[src/rtl/spi_package.sv]
// Shared types for the SPI command sequencer.
package spi_package;

    // Sequencer control states.
    typedef enum logic [2:0] {
        StIdle,
        StIssue,
        StWaitBusy,
        StWaitDone,
        StRespond
    } seq_state_e;

endpackage

[src/rtl/spi_command_fifo.sv]
// Command FIFO: extra pointer MSB tells full from empty when the index bits match.
module spi_command_fifo #(
    parameter int unsigned WIDTH = 32,
    parameter int unsigned DEPTH = 4
) (
    input  logic             clock,
    input  logic             reset_n,
    input  logic             push_valid_i,
    output logic             push_ready_o,
    input  logic [WIDTH-1:0] push_data_i,
    input  logic             pop_i,
    output logic [WIDTH-1:0] pop_data_o,
    output logic             empty_o
);
    localparam int unsigned IdxW = $clog2(DEPTH);
    localparam int unsigned PtrW = IdxW + 1;

    logic [PtrW-1:0]  wr_ptr_q, wr_ptr_d;
    logic [PtrW-1:0]  rd_ptr_q, rd_ptr_d;
    logic [WIDTH-1:0] mem_q [DEPTH];
    logic             full;
    logic             push_en;
    logic             pop_en;

    // Flags come from registered pointers only, so ready never depends on valid.
    always_comb begin
        full         = (wr_ptr_q[IdxW] != rd_ptr_q[IdxW]) &&
                       (wr_ptr_q[IdxW-1:0] == rd_ptr_q[IdxW-1:0]);
        empty_o      = (wr_ptr_q == rd_ptr_q);
        push_ready_o = !full;
        push_en      = push_valid_i && !full;
        pop_en       = pop_i && !empty_o;
        wr_ptr_d     = push_en ? wr_ptr_q + PtrW'(1) : wr_ptr_q;
        rd_ptr_d     = pop_en ? rd_ptr_q + PtrW'(1) : rd_ptr_q;
        pop_data_o   = mem_q[rd_ptr_q[IdxW-1:0]];
    end

    // Pointer registers; wrap modulo 2*DEPTH by natural overflow.
    always_ff @(posedge clock or negedge reset_n) begin
        if (!reset_n) begin
            wr_ptr_q <= '0;
            rd_ptr_q <= '0;
        end else begin
            wr_ptr_q <= wr_ptr_d;
            rd_ptr_q <= rd_ptr_d;
        end
    end

    // Storage needs no reset: entries are only read once written.
    always_ff @(posedge clock) begin
        if (push_en) begin
            mem_q[wr_ptr_q[IdxW-1:0]] <= push_data_i;
        end
    end

endmodule

[src/rtl/spi_command_sequencer.sv]
// Queues read/write commands and drives them one at a time into an spi_master.
module spi_command_sequencer
    import spi_package::*;
#(
    parameter int unsigned DATA_WIDTH    = 16,
    parameter int unsigned ADDRESS_WIDTH = 15,
    parameter int unsigned FIFO_DEPTH    = 4,
    parameter int unsigned BUSY_TIMEOUT  = 255
) (
    input  logic                     clock,
    input  logic                     reset_n,
    input  logic                     command_valid,
    output logic                     command_ready,
    input  logic                     command_read_write,
    input  logic [ADDRESS_WIDTH-1:0] command_address,
    input  logic [DATA_WIDTH-1:0]    command_data,
    output logic                     response_valid,
    input  logic                     response_ready,
    output logic [DATA_WIDTH-1:0]    response_data,
    output logic                     master_enable,
    output logic                     master_read_write,
    output logic [ADDRESS_WIDTH-1:0] master_address,
    output logic [DATA_WIDTH-1:0]    master_data,
    input  logic                     master_busy,
    input  logic [DATA_WIDTH-1:0]    master_read_data,
    output logic                     timeout_error,
    output logic                     sequencer_busy
);
    localparam int unsigned CmdW = 1 + ADDRESS_WIDTH + DATA_WIDTH;
    localparam int unsigned CntW = $clog2(BUSY_TIMEOUT + 1);

    seq_state_e               state_q, state_d;
    logic [CntW-1:0]          cnt_q, cnt_d;
    logic                     rw_q, rw_d;
    logic [ADDRESS_WIDTH-1:0] addr_q, addr_d;
    logic [DATA_WIDTH-1:0]    data_q, data_d;
    logic [DATA_WIDTH-1:0]    resp_q, resp_d;
    logic                     timeout_q, timeout_d;
    logic                     fifo_empty;
    logic                     fifo_pop;
    logic [CmdW-1:0]          fifo_data;

    spi_command_fifo #(
        .WIDTH(CmdW),
        .DEPTH(FIFO_DEPTH)
    ) u_fifo (
        .clock       (clock),
        .reset_n     (reset_n),
        .push_valid_i(command_valid),
        .push_ready_o(command_ready),
        .push_data_i ({command_read_write, command_address, command_data}),
        .pop_i       (fifo_pop),
        .pop_data_o  (fifo_data),
        .empty_o     (fifo_empty)
    );

    // Next-state: pop in IDLE, handshake with the master, capture read data.
    always_comb begin
        state_d   = state_q;
        cnt_d     = cnt_q;
        rw_d      = rw_q;
        addr_d    = addr_q;
        data_d    = data_q;
        resp_d    = resp_q;
        timeout_d = timeout_q;
        fifo_pop  = 1'b0;
        case (state_q)
            StIdle: begin
                if (!fifo_empty) begin
                    fifo_pop                 = 1'b1;
                    {rw_d, addr_d, data_d}   = fifo_data;
                    state_d                  = StIssue;
                end
            end
            StIssue: begin
                cnt_d   = '0;
                state_d = StWaitBusy;
            end
            StWaitBusy: begin
                if (master_busy) begin
                    state_d = StWaitDone;
                end else if (cnt_q == CntW'(BUSY_TIMEOUT)) begin
                    // Master never started: flag it and drop the command.
                    timeout_d = 1'b1;
                    state_d   = StIdle;
                end else begin
                    cnt_d = cnt_q + CntW'(1);
                end
            end
            StWaitDone: begin
                if (!master_busy) begin
                    if (rw_q) begin
                        resp_d  = master_read_data;
                        state_d = StRespond;
                    end else begin
                        state_d = StIdle;
                    end
                end
            end
            StRespond: begin
                if (response_ready) begin
                    state_d = StIdle;
                end
            end
            default: state_d = StIdle;
        endcase
    end

    // State and datapath registers.
    always_ff @(posedge clock or negedge reset_n) begin
        if (!reset_n) begin
            state_q   <= StIdle;
            cnt_q     <= '0;
            rw_q      <= 1'b0;
            addr_q    <= '0;
            data_q    <= '0;
            resp_q    <= '0;
            timeout_q <= 1'b0;
        end else begin
            state_q   <= state_d;
            cnt_q     <= cnt_d;
            rw_q      <= rw_d;
            addr_q    <= addr_d;
            data_q    <= data_d;
            resp_q    <= resp_d;
            timeout_q <= timeout_d;
        end
    end

    // Outputs decode straight from state so reset clears them asynchronously.
    always_comb begin
        master_enable     = (state_q == StIssue) || (state_q == StWaitBusy);
        master_read_write = rw_q;
        master_address    = addr_q;
        master_data       = data_q;
        response_valid    = (state_q == StRespond);
        response_data     = resp_q;
        timeout_error     = timeout_q;
        sequencer_busy    = (state_q != StIdle) || !fifo_empty;
    end

endmodule

[config.mk]
export PLATFORM = sky130hd
export DESIGN_NAME = spi_command_sequencer
export DESIGN_NICKNAME = d
export VERILOG_FILES = /design/src/rtl/spi_package.sv /design/src/rtl/spi_command_fifo.sv /design/src/rtl/spi_command_sequencer.sv
export SDC_FILE = /design/constraint.sdc
export NUM_CORES = 1
export LEC_CHECK = 0
export CAP_MARGIN = 10
export CORE_MARGIN = 10
export CORE_UTILIZATION = 49
export DETAILED_ROUTE_END_ITERATION = 7
export GPL_ROUTABILITY_DRIVEN = 0
export HOLD_SLACK_MARGIN = 0.02
export PLACE_DENSITY = 0.77
export SLEW_MARGIN = 20
export SYNTH_ARGS = -nofsm -noshare
export SYNTH_HDL_FRONTEND = slang
export SYNTH_SLANG_ARGS = --single-unit
[constraint.sdc]
create_clock -name clock -period 2.25 [get_ports clock]
set_clock_uncertainty 0.2 [all_clocks]
set_input_delay 0.45 -clock clock [delete_from_list [all_inputs] [get_ports clock]]
set_output_delay 0.45 -clock clock [all_outputs]
set_load 0.005 [all_outputs]
==> flow_results.org <==
** Status
- The flow ran to the end, but the final reports show violations.
- The checks that failed: negative setup slack.

** Detailed routing
- For this run, design rule violations remaining after detail routing come to 0.
- Vias per cell :: 5.50
- In this run the remaining antenna-violating nets after routing total 0.
- DRC violation total after the first TritonRoute iteration :: 190
- The first TritonRoute pass finished after 4 iterations.
- Overall via count from detail_route :: 3946
- Final Routed Wirelength :: 15.4 mm
- DR WL/cell :: 21.5 um

** Clocking
- The tree is rooted in a clkbuf_16.
- The clock drives 194 sinks.
- Clock-pin slew was measured on the worst setup and hold paths at 70 ps.
- In this run, CTS created clock tree buffers numbering 17.
- CTS tree :: yes
- The H-tree was split into 4 levels.
- Clock latency on the worst-skew pair, taken at its later pin, is 430 ps.
- Max Buffers Root-to-Sink :: 2

** Synth
- The Yosys step of the flow raised 0 warnings.
- Cells after Synth :: 368
- Count of distinct cell types in the synthesized netlist :: 42
- Post-Synthesis Cell Area :: 7410 um2
- Synthesis inferred 194 register bits.
- Most instantiated flip-flop cell in the synthesis netlist :: edfxtp_1
- Average size of a mapped cell :: 20.1 um2
- Total nets after synthesis :: 427
- Sequential element share of the synthesized area :: 74.1%
- In the synthesized netlist the async set-or-reset flop fraction comes to 34.0%.
- Number of enable-type register cells in the synthesized netlist :: 128

** STA
- In the finished design, the share of the clock period the worst path needs comes to 100%.
- Number of max-slew violations in the final report :: 0
- Slew at the pin closest to its max-slew limit :: 519 ps
- Unrepaired setup endpoints after global routing :: true
- The number of hold violations in the final report is 0.
- Worst slew margin :: 65.4%
- For the final routed database, the setup TNS stands at -4.66 ps.
- Setup violations, final :: 1
- For the finished layout, the period the worst path requires is 2250 ps.
- Final WS setup :: -4.66 ps
- Smallest hold slack :: 258 ps
- Highest clock frequency the design can meet :: 0.444 GHz

** Worst setup path
- For the worst flop-to-flop path, the logic depth is 7.
- Internal reg-to-reg setup slack :: 140 ps
- The setup path with the least slack is of type flip-flop to output port.
- At the worst endpoint, the required time is 1600 ps.
- Reg-to-reg startpoint :: u_fifo.rd_ptr_q[0]
- In this run the worst path has a maximum fanout of 2.
- Tracing the worst setup path back leads to its startpoint at u_fifo.wr_ptr_q[2].
- The worst setup path is launched from a flip-flop.
- Reg2reg end :: master_data[14]
- CP Capture Type :: output port
- At the worst endpoint, the arrival time is 1600 ps.

** Floorplanning
- Number of rows in the core area :: 44
- Starting utilization of the core area :: 50.4%
- Core footprint :: 14700 um2
- Top-Level Pins :: 106
- Die width :: 143 um
- Height of the die :: 143 um
- The die covers 20400 um2.

** Placement
- The count of buffers added on input and output ports is 105.
- Final HPWL from detailed placement :: 9.85 mm
- Setup slack after placement :: -111 ps

** Global route
- Number of global-route vias before repair :: 4366
- The number of antenna violations at the first check in global routing came to 0.
- Across every metal layer, demand over resource in global routing totals 15.8%.
- Total grt overflow :: 0
- Maximum number of pins on one net before global-route repair :: 35
- Global-route wire length before repair :: 24.4 mm

** Cells and area
- From synthesis to final layout, the design area changed by 31.1%.
- After the last flow step, the layout net total stands at 579.
- Layout cell share with drive strength beyond 1 :: 33.6%
- Antenna diode instance count :: 0

** Worst hold path
- Worst Hold Path Cells :: 1
- End point of the most critical hold path :: timeout_error
- The tightest min-delay check is of the flip-flop to flip-flop type.
- Hold path startpoint :: timeout_error

** Job
- Max-Cap Viols :: 0

** Pwr
- In this run the power density over the cells is 1410 nW/um2.
- Summing internal, switching and leakage power gives 13.7 mW.
- Maximum resistive drop on vdd :: 751 uV
- Summed over all cells, the static leakage comes to 3.59 nW.
critical path, stage by stage (launching register included):
cell	delay [ps]
dfrtp_1	400
xnor2_1	190
buf_4	160
nand3_4	60
or2_4	250
clkbuf_2	120
registers in the layout, indices dropped and copies added, names as in the netlist:
register and flops:
master_address 15, state_q 3, master_data 16, u_fifo.rd_ptr_q 3, master_read_write 1, u_fifo.mem_q 128, timeout_error 1, u_fifo.wr_ptr_q 3
cnt_q 8, response_data 16
stage by stage:
stage	instances	instance area [um2]	utilization (%)
after detailed placement	676	9000	61.2
final	717	9720	66.1
after floorplan	368	7420	-
after global placement	676	9000	61.2
after global routing	717	9720	66.1
after CTS	716	9690	65.9
per-layer routing:
metal  track usage, %  part of all wire, %  vias up
li1                 -                    -     1763
met4             4.89                  1.6        0
met2             27.0                   53      111
met5                0                    0        -
met3             5.54                  6.5       14
met1             18.4                   39     2058
logic make-up after synthesis:
logic type               after synthesis  synth area share, %
AND/OR/NAND/NOR                       41                 3.41
AO/OA/AOI/OAI                         17                 1.76
XOR/XNOR                               7                0.827
adder cells (fa/ha/maj)                6                 1.01
flip-flops                           194                 74.1
buffers and inverters                 20                 1.42
multiplexers                          83                 17.5
synthesized netlist by cell type (all sizes together) (4+ instances only):
library cell / instances / area, um2
nor2: 4 / 15.0
o21ai: 6 / 33.8
ha: 6 / 75.1
dfrtp: 66 / 1650
xnor2: 5 / 43.8
clkbuf: 6 / 23.8
mux4: 32 / 721
buf: 8 / 58.8
edfxtp: 128 / 3840
mux2: 50 / 563
inv: 6 / 22.5
nand2: 8 / 30.0
nand3: 9 / 45.0
and3: 5 / 31.3
cell usage in the layout, fill, tap and decap left out, types with 4 or more instances in the layout:
cell | synthesis | routed
inv_1 | 6 | 6
inv_6 | 0 | 5
and3_2 | 0 | 4
nand3_1 | 9 | 8
nand2_1 | 8 | 8
buf_4 | 0 | 28
edfxtp_1 | 128 | 128
o21ai_0 | 5 | 5
xnor2_1 | 5 | 4
clkinv_8 | 0 | 4
dfrtp_1 | 66 | 63
mux2_2 | 49 | 49
clkbuf_16 | 0 | 17
mux4_2 | 32 | 32
ha_1 | 6 | 6
clkdlybuf4s50_1 | 0 | 100
buf_12 | 0 | 11
report_power, final:
group	internal [mW]	switching (mW)
combinational	3.08	2.10
clock	1.59	1.42
sequential	4.97	0.492
cell type report:
class	count	area (um2)
clock buffers	17	425
clock inverters	15	184
fillers	957	4980
inverters	6	22.5
multi-input cells	154	1860
flip-flops and latches	194	5500
well taps	184	230
repair buffers	147	1500
repair_timing:
action                                 4_1_cts  5_1_grt
resized for setup                           18        6
endpoints found under the hold margin       32        0
hold buffers                                 1        0
gates cloned                                 0        0
buffers inserted                             7        1
setup endpoints to repair                    4       11
pin swaps                                    2        2
how the worst max path moves through the flow:
stage	endpoint	slack (ps)
floorplan	u_fifo.wr_ptr_q[2]	180
global placement	cnt_q[5]	-30
detailed placement	cnt_q[5]	-110
CTS	sequencer_busy	-140
global route	sequencer_busy	-100
finish	sequencer_busy	-5
No activity file was read; power rests on OpenSTA's default activity.
